--- config.mk ---
export PLATFORM = sky130hd
export DESIGN_NAME = regfile_mp
export DESIGN_NICKNAME = d
export VERILOG_FILES = /design/src/rtl/regfile_mp.sv
export SDC_FILE = /design/constraint.sdc
export NUM_CORES = 1
export LEC_CHECK = 0
export CAP_MARGIN = 20
export CORE_ASPECT_RATIO = 2
export CORE_MARGIN = 1.5
export CORE_UTILIZATION = 58
export DETAILED_ROUTE_END_ITERATION = 10
export MAX_ROUTING_LAYER = met4
export PLACE_DENSITY = 0.81
export SYNTH_ARGS = -nofsm -noshare
export SYNTH_HDL_FRONTEND = slang
export SYNTH_SLANG_ARGS = --single-unit
--- constraint.sdc ---
create_clock -name clk -period 10.63 [get_ports clk]
set_input_delay 1.063 -clock clk [delete_from_list [all_inputs] [get_ports clk]]
set_output_delay 1.063 -clock clk [all_outputs]
set_load 0.01 [all_outputs]
--- src/rtl/regfile_mp.sv ---
// Multi-port register file with combinational reads, prioritised synchronous writes
// and a one-entry-per-cycle clear engine. Define REGFILE_MP_BYPASS_EN for write-through reads.
module regfile_mp #(
  parameter int unsigned N_ELEMENTS = 8,
  parameter int unsigned ADDR_WIDTH = 3,
  parameter int unsigned DATA_WIDTH = 16,
  parameter int unsigned N_READ     = 3,
  parameter int unsigned N_WRITE    = 2
) (
  input  logic                             clk,
  input  logic                             rst,
  input  logic [N_READ*ADDR_WIDTH-1:0]     r_addr,
  output logic [N_READ*DATA_WIDTH-1:0]     r_data,
  input  logic [N_WRITE*ADDR_WIDTH-1:0]    w_addr,
  input  logic [N_WRITE*DATA_WIDTH-1:0]    w_data,
  input  logic [N_WRITE-1:0]               w_en,
  input  logic                             clr,
  output logic                             busy
);

  typedef enum logic {IDLE, CLEAR} state_t;

  state_t                  state_q, state_d;
  logic [ADDR_WIDTH-1:0]   cnt_q, cnt_d;
  logic [DATA_WIDTH-1:0]   mem_q [N_ELEMENTS];
  logic [DATA_WIDTH-1:0]   mem_d [N_ELEMENTS];
  logic [N_WRITE-1:0]      w_hit;

  assign busy = (state_q == CLEAR);

  // A write port is live only when enabled and its address names a real entry.
  always_comb begin
    w_hit = '0;
    for (int unsigned j = 0; j < N_WRITE; j++) begin
      for (int unsigned i = 0; i < N_ELEMENTS; i++) begin
        if (w_en[j] && (w_addr[j*ADDR_WIDTH +: ADDR_WIDTH] == ADDR_WIDTH'(i))) begin
          w_hit[j] = 1'b1;
        end
      end
    end
  end

  always_comb begin
    state_d = state_q;
    cnt_d   = cnt_q;
    mem_d   = mem_q;
    case (state_q)
      IDLE: begin
        // Ascending port order makes the highest-index port win on a conflict.
        for (int unsigned i = 0; i < N_ELEMENTS; i++) begin
          for (int unsigned j = 0; j < N_WRITE; j++) begin
            if (w_en[j] && (w_addr[j*ADDR_WIDTH +: ADDR_WIDTH] == ADDR_WIDTH'(i))) begin
              mem_d[i] = w_data[j*DATA_WIDTH +: DATA_WIDTH];
            end
          end
        end
        if (clr) begin
          state_d = CLEAR;
          cnt_d   = '0;
        end
      end
      CLEAR: begin
        for (int unsigned i = 0; i < N_ELEMENTS; i++) begin
          if (cnt_q == ADDR_WIDTH'(i)) begin
            mem_d[i] = '0;
          end
        end
        if (cnt_q == ADDR_WIDTH'(N_ELEMENTS - 1)) begin
          state_d = IDLE;
          cnt_d   = '0;
        end else begin
          cnt_d = cnt_q + ADDR_WIDTH'(1);
        end
      end
      default: begin
        state_d = IDLE;
        cnt_d   = '0;
      end
    endcase
  end

  always_ff @(posedge clk or posedge rst) begin
    if (rst) begin
      state_q <= IDLE;
      cnt_q   <= '0;
      for (int unsigned i = 0; i < N_ELEMENTS; i++) begin
        mem_q[i] <= '0;
      end
    end else begin
      state_q <= state_d;
      cnt_q   <= cnt_d;
      mem_q   <= mem_d;
    end
  end

  always_comb begin
    r_data = '0;
    for (int unsigned k = 0; k < N_READ; k++) begin
      for (int unsigned i = 0; i < N_ELEMENTS; i++) begin
        if (r_addr[k*ADDR_WIDTH +: ADDR_WIDTH] == ADDR_WIDTH'(i)) begin
          r_data[k*DATA_WIDTH +: DATA_WIDTH] = mem_q[i];
        end
      end
`ifdef REGFILE_MP_BYPASS_EN
      // Forward only in IDLE; writes presented during a sweep never land.
      if (state_q == IDLE) begin
        for (int unsigned j = 0; j < N_WRITE; j++) begin
          if (w_hit[j] && (w_addr[j*ADDR_WIDTH +: ADDR_WIDTH] == r_addr[k*ADDR_WIDTH +: ADDR_WIDTH])) begin
            r_data[k*DATA_WIDTH +: DATA_WIDTH] = w_data[j*DATA_WIDTH +: DATA_WIDTH];
          end
        end
      end
`endif
    end
  end

endmodule

Yosys cells after proc, flatten, opt, wreduce, memory -nomap -nowiden
Index checks and enable logic that the tools add are counted.
W data, S select, Z words.
Word-level totals
  bits in registers: 132
  bits of input ports: 52
Cells by class
  $add $sub $neg: 1
  equality and inequality tests: 59
  multiplexer cells: 55
  bitwise operators: 1
  reduce and logical (&&, ||, !) cells: 30
Operators with widths (count)
  $mux W16: 48
  $pmux W128 S2: 1
  $eq A3 B3 Y1 const B: 24
  $eq A3 B2 Y1 const B: 12
  $ne A3 B3 Y1 const B: 8
  $eq A3 B1 Y1 const B: 6
  $logic_not A3 Y1: 6
  $logic_and A1 B1 Y1: 16
  $ne A2 B1 Y1 const B: 8
  $reduce_and A2 Y1: 8
  $mux W3: 2
  $pmux W3 S2: 1
  $add A3 B1 Y3 const B: 1
  $mux W1: 2
  $ne A2 B2 Y1 const B: 1
  $pmux W1 S2: 1
  $not A1 Y1: 1

Logic depth before layout (Yosys ltp)
  word-level depth: 9
  gate-level depth with buffers: 8

Worst setup path before layout
Ideal clock, no wire load.
  path kind: input -> output
  from: input port r_addr[4]
  to: output port r_data[29]
  arrival: 2.246 ns
  slack: 7.321 ns
  stages: 4
  path buffers: 2
  path through: buf_2 buf_2 mux4_2 mux2_2
Between the ends
  word-level cells in the longest chain between the ends: 9
  elaborated cells between the ends (all ways): 16
  classes of those cells: 7 x eq/ne; 8 x mux; 1 x reduce/logical
Ends and longest elaborated chain
  start, declared: line 12  | input logic [N_READ*ADDR_WIDTH-1:0] r_addr,
  $logic_not A3 Y1: line 100  | if (r_addr[k*ADDR_WIDTH +: ADDR_WIDTH] == ADDR_WIDTH'(i)) begin
  $mux W16 (7 in series): line 100
  $mux W16 (*): line 100
  end, declared: line 13  | output logic [N_READ*DATA_WIDTH-1:0] r_data,
Every way passes the cells marked *; elsewhere a longest branch is shown, timed or not.

Worst setup path after layout
  from: input port r_addr[1]
  to: output port r_data[5]
The elaborated chain is that of the path after synthesis.

==> flow_summary.yaml <==
clock_tree:
  cts_repair_resize_count: 0
  cts_buffers: 17
  ctsHoldBuffers: 0
  cts_buffer_depth: 2
  cts_tree: "built"
  cts_sinks: 132
  path_clk_slew_ns: 0.06
  ctsHtreeMaxLevel: 4
  clk_latency_ns: 0.43
  cts-root-buf: "clkbuf_16"
  post_cts_buffers: 0
critical_path:
  r2r-start: "busy$_DFF_PP0_"
  critPathMaxFanout: 38
  r2r_slack_ns: 7.99
  endpoint_kind: "output port"
  r2r-end: "mem_q[4]$_DFFE_PP0P_"
  crit_type: "in -> out"
  rr_worst_depth: 5
  setup.worst_path.start_class: "input pin"
  critPathRequiredTime_ns: 9.57
  arrival_ns: 4.34
pwr:
  finalPower_mw: 2.502
  peakVddDrop_v: 0.0004255
  power.leakage_nw: 4.610
  powerDensity_nw_per_um2: 215.4
routing:
  vias: 10026
  totalWireLength_um: 38340
  routedWlPerCell_um: 31.64
  avgViaCountPerCell: 8.272
  drt-initial-drc-count: 1387
  drtPass1Iterations: 9
  ant_nets: 0
  drc: 0
timing:
  timing.fmax_ghz: 0.1850
  fin_worst_skew_ns: 0.008209
  slew_viol_final: 0
  slew_headroom_pct: 15.12
  hold_viol_final: 0
  rsz0062_at_grt: "no"
  setup_viol: 0
  tns_ns: 0
  worstMarginPinSlew_ns: 1.273
  finalCriticalPeriod_ns: 5.405
  min_period_over_period_pct: 50.85
logic_synthesis:
  synth_nets: 1042
  dominantRegCellSynth: "dfrtp_1"
  synthArstFlopShare_pct: 100.0
  postSynthCellCount: 984
  yosysWarnings: 0
  ys_types: 53
  synthesis.area_sq_um: 10240
  avgSynthCellArea_sq_um: 10.41
  synth_edf_count: 0
  seq_area_frac_synth_pct: 32.24
  yosys_register_bits: 132
placement:
  place.gp.congestion: 0.9113
  port_buffers: 100
  dp_cells: 1184
  dp_hpwl_um: 22170
  place_area_sq_um: 11030
worst_hold_path:
  min-delay-start: "cnt_q[0]$_DFFE_PP0P_"
  min_path_type: "reg -> reg"
  hold_depth: 1
  min_to: "cnt_q[0]$_DFFE_PP0P_"
floorplan:
  die_area_sq_um: 18520
  die_y_um: 191.0
  start_util_pct: 59.32
  fp.dieW_um: 96.98
  coreArea_sq_um: 17270
  rows: 68
  num_io_pins: 101
final_layout:
  syn2layout_area_growth_pct: 13.36
  fin_cells: 1212
  drive_above_1_share_pct: 16.07
  antenna_cells: 0
  fin_util_pct: 67.24
  fin_nets: 1052
  num-fill-cells: 1372
  final_area_sq_um: 11610
global_routing:
  track_usage_pct: 42.51
  grt_max_degree: 82
  grt_overflow: 0
  grt_pass1_wl_um: 58190
  grt_pass1_vias: 9878
  antenna_found_initial: 0
flow_run:
  drv_cap: 0
run_status:
  status: "finished, final reports clean"
## registers in the layout (all words and copies together), names as in the netlist
register / cells
busy: 1
cnt_q: 3
mem_q: 128
## synth_stat cells (13+ instances only)
cell	instances	area (sq um)
a22oi_2	20	250.2
mux4_2	19	427.9
nor2b_1	21	131.4
a21oi_1	72	360.4
a2bb2oi_1	32	280.3
dfrtp_1	132	3303
o221a_2	15	168.9
clkbuf_1	50	187.7
a22o_1	34	297.8
mux2i_1	102	1021
nand2_1	15	56.30
o2bb2ai_1	119	1042
clkbuf_2	14	70.07
buf_4	18	135.1
a22oi_1	110	825.8
o21ai_0	14	70.07
mux2_2	13	146.4
buf_2	50	250.2
## metrics by stage
step	setup WS [ns]	hold WS, ns
final	5.225	0.5379
after global routing	5.245	0.5564
after CTS	5.420	0.5419
after detailed placement	5.548	0.5225
after global placement	5.510	0.5114
after floorplan	6.041	0.4861
## worst max-delay path, stage by stage
cell	delay [ns]
buf_2	0.87
nor2b_1	1.05
a22oi_1	0.21
o21ai_0	0.22
a2bb2oi_1	0.31
clkdlybuf4s50_1	0.60
## placed cells by master, fill, tap and decap left out, types with 6 or more instances in the layout
cell	synthesis	layout
a211oi_1	8	8
buf_4	18	35
nor2b_1	21	20
a21oi_1	72	72
mux2_2	13	13
a2bb2oi_1	32	32
a22oi_1	110	110
o2bb2ai_2	10	10
o221a_2	15	15
a22o_1	34	34
and4bb_1	7	7
o21ai_0	14	14
buf_2	50	7
a22oi_2	20	20
o221a_1	10	10
o2bb2ai_1	119	119
mux4_2	19	19
clkdlybuf4s50_1	0	93
dfrtp_1	132	131
inv_1	10	9
mux2i_1	102	102
or2_0	7	7
nand2b_1	7	7
ha_1	6	6
nor2_1	7	7
clkbuf_16	0	17
nand2_1	15	15
## where the power goes
group          internal (mW)  total (mW)  switching [mW]
Sequential             0.658       0.895           0.237
Combinational          0.492        1.03           0.535
Clock                  0.357       0.580           0.224
Total                   1.51        2.50           0.996
## layer usage
metal / routed length (um) / part of all wire (%) / track usage, %
met3: 4296 / 11 / 8.921
met4: 3549 / 9.3 / 32.22
met2: 17740 / 46 / 65.87
met1: 12760 / 33 / 48.10
met5: 0 / 0 / -
## layout make-up
type                            instances  area, sq um  area share, %
Clock buffer                           22        474.2          4.083
Clock inverter                          5        80.08         0.6895
Inverter                               10        40.04         0.3448
Multi-Input combinational cell        696         6166          53.09
Sequential cell                       132         3307          28.47
Tap cell                              210        262.8          2.262
Timing Repair Buffer                  137         1284          11.05
## worst max path at each step
stage	start	to	slack (ns)	cells past startpoint
floorplan	rst	busy$_DFF_PP0_	6.04	1
global placement	r_addr[1]	r_data[13]	5.51	6
detailed placement	r_addr[1]	r_data[5]	5.55	6
CTS	r_addr[1]	r_data[4]	5.42	6
global route	r_addr[1]	r_data[5]	5.25	6
finish	r_addr[1]	r_data[5]	5.22	6
## cells by family after synthesis
logic type                 Yosys count  synth area share [%]
muxes                              135                 15.71
AOI/OAI and AO/OA                  468                 37.82
DFF                                132                 32.24
and+or+nand+nor                     87                 5.899
buffers and inverters              156                 7.597
adders and majority gates            6                0.7328
(Power assumes the default switching activity.)
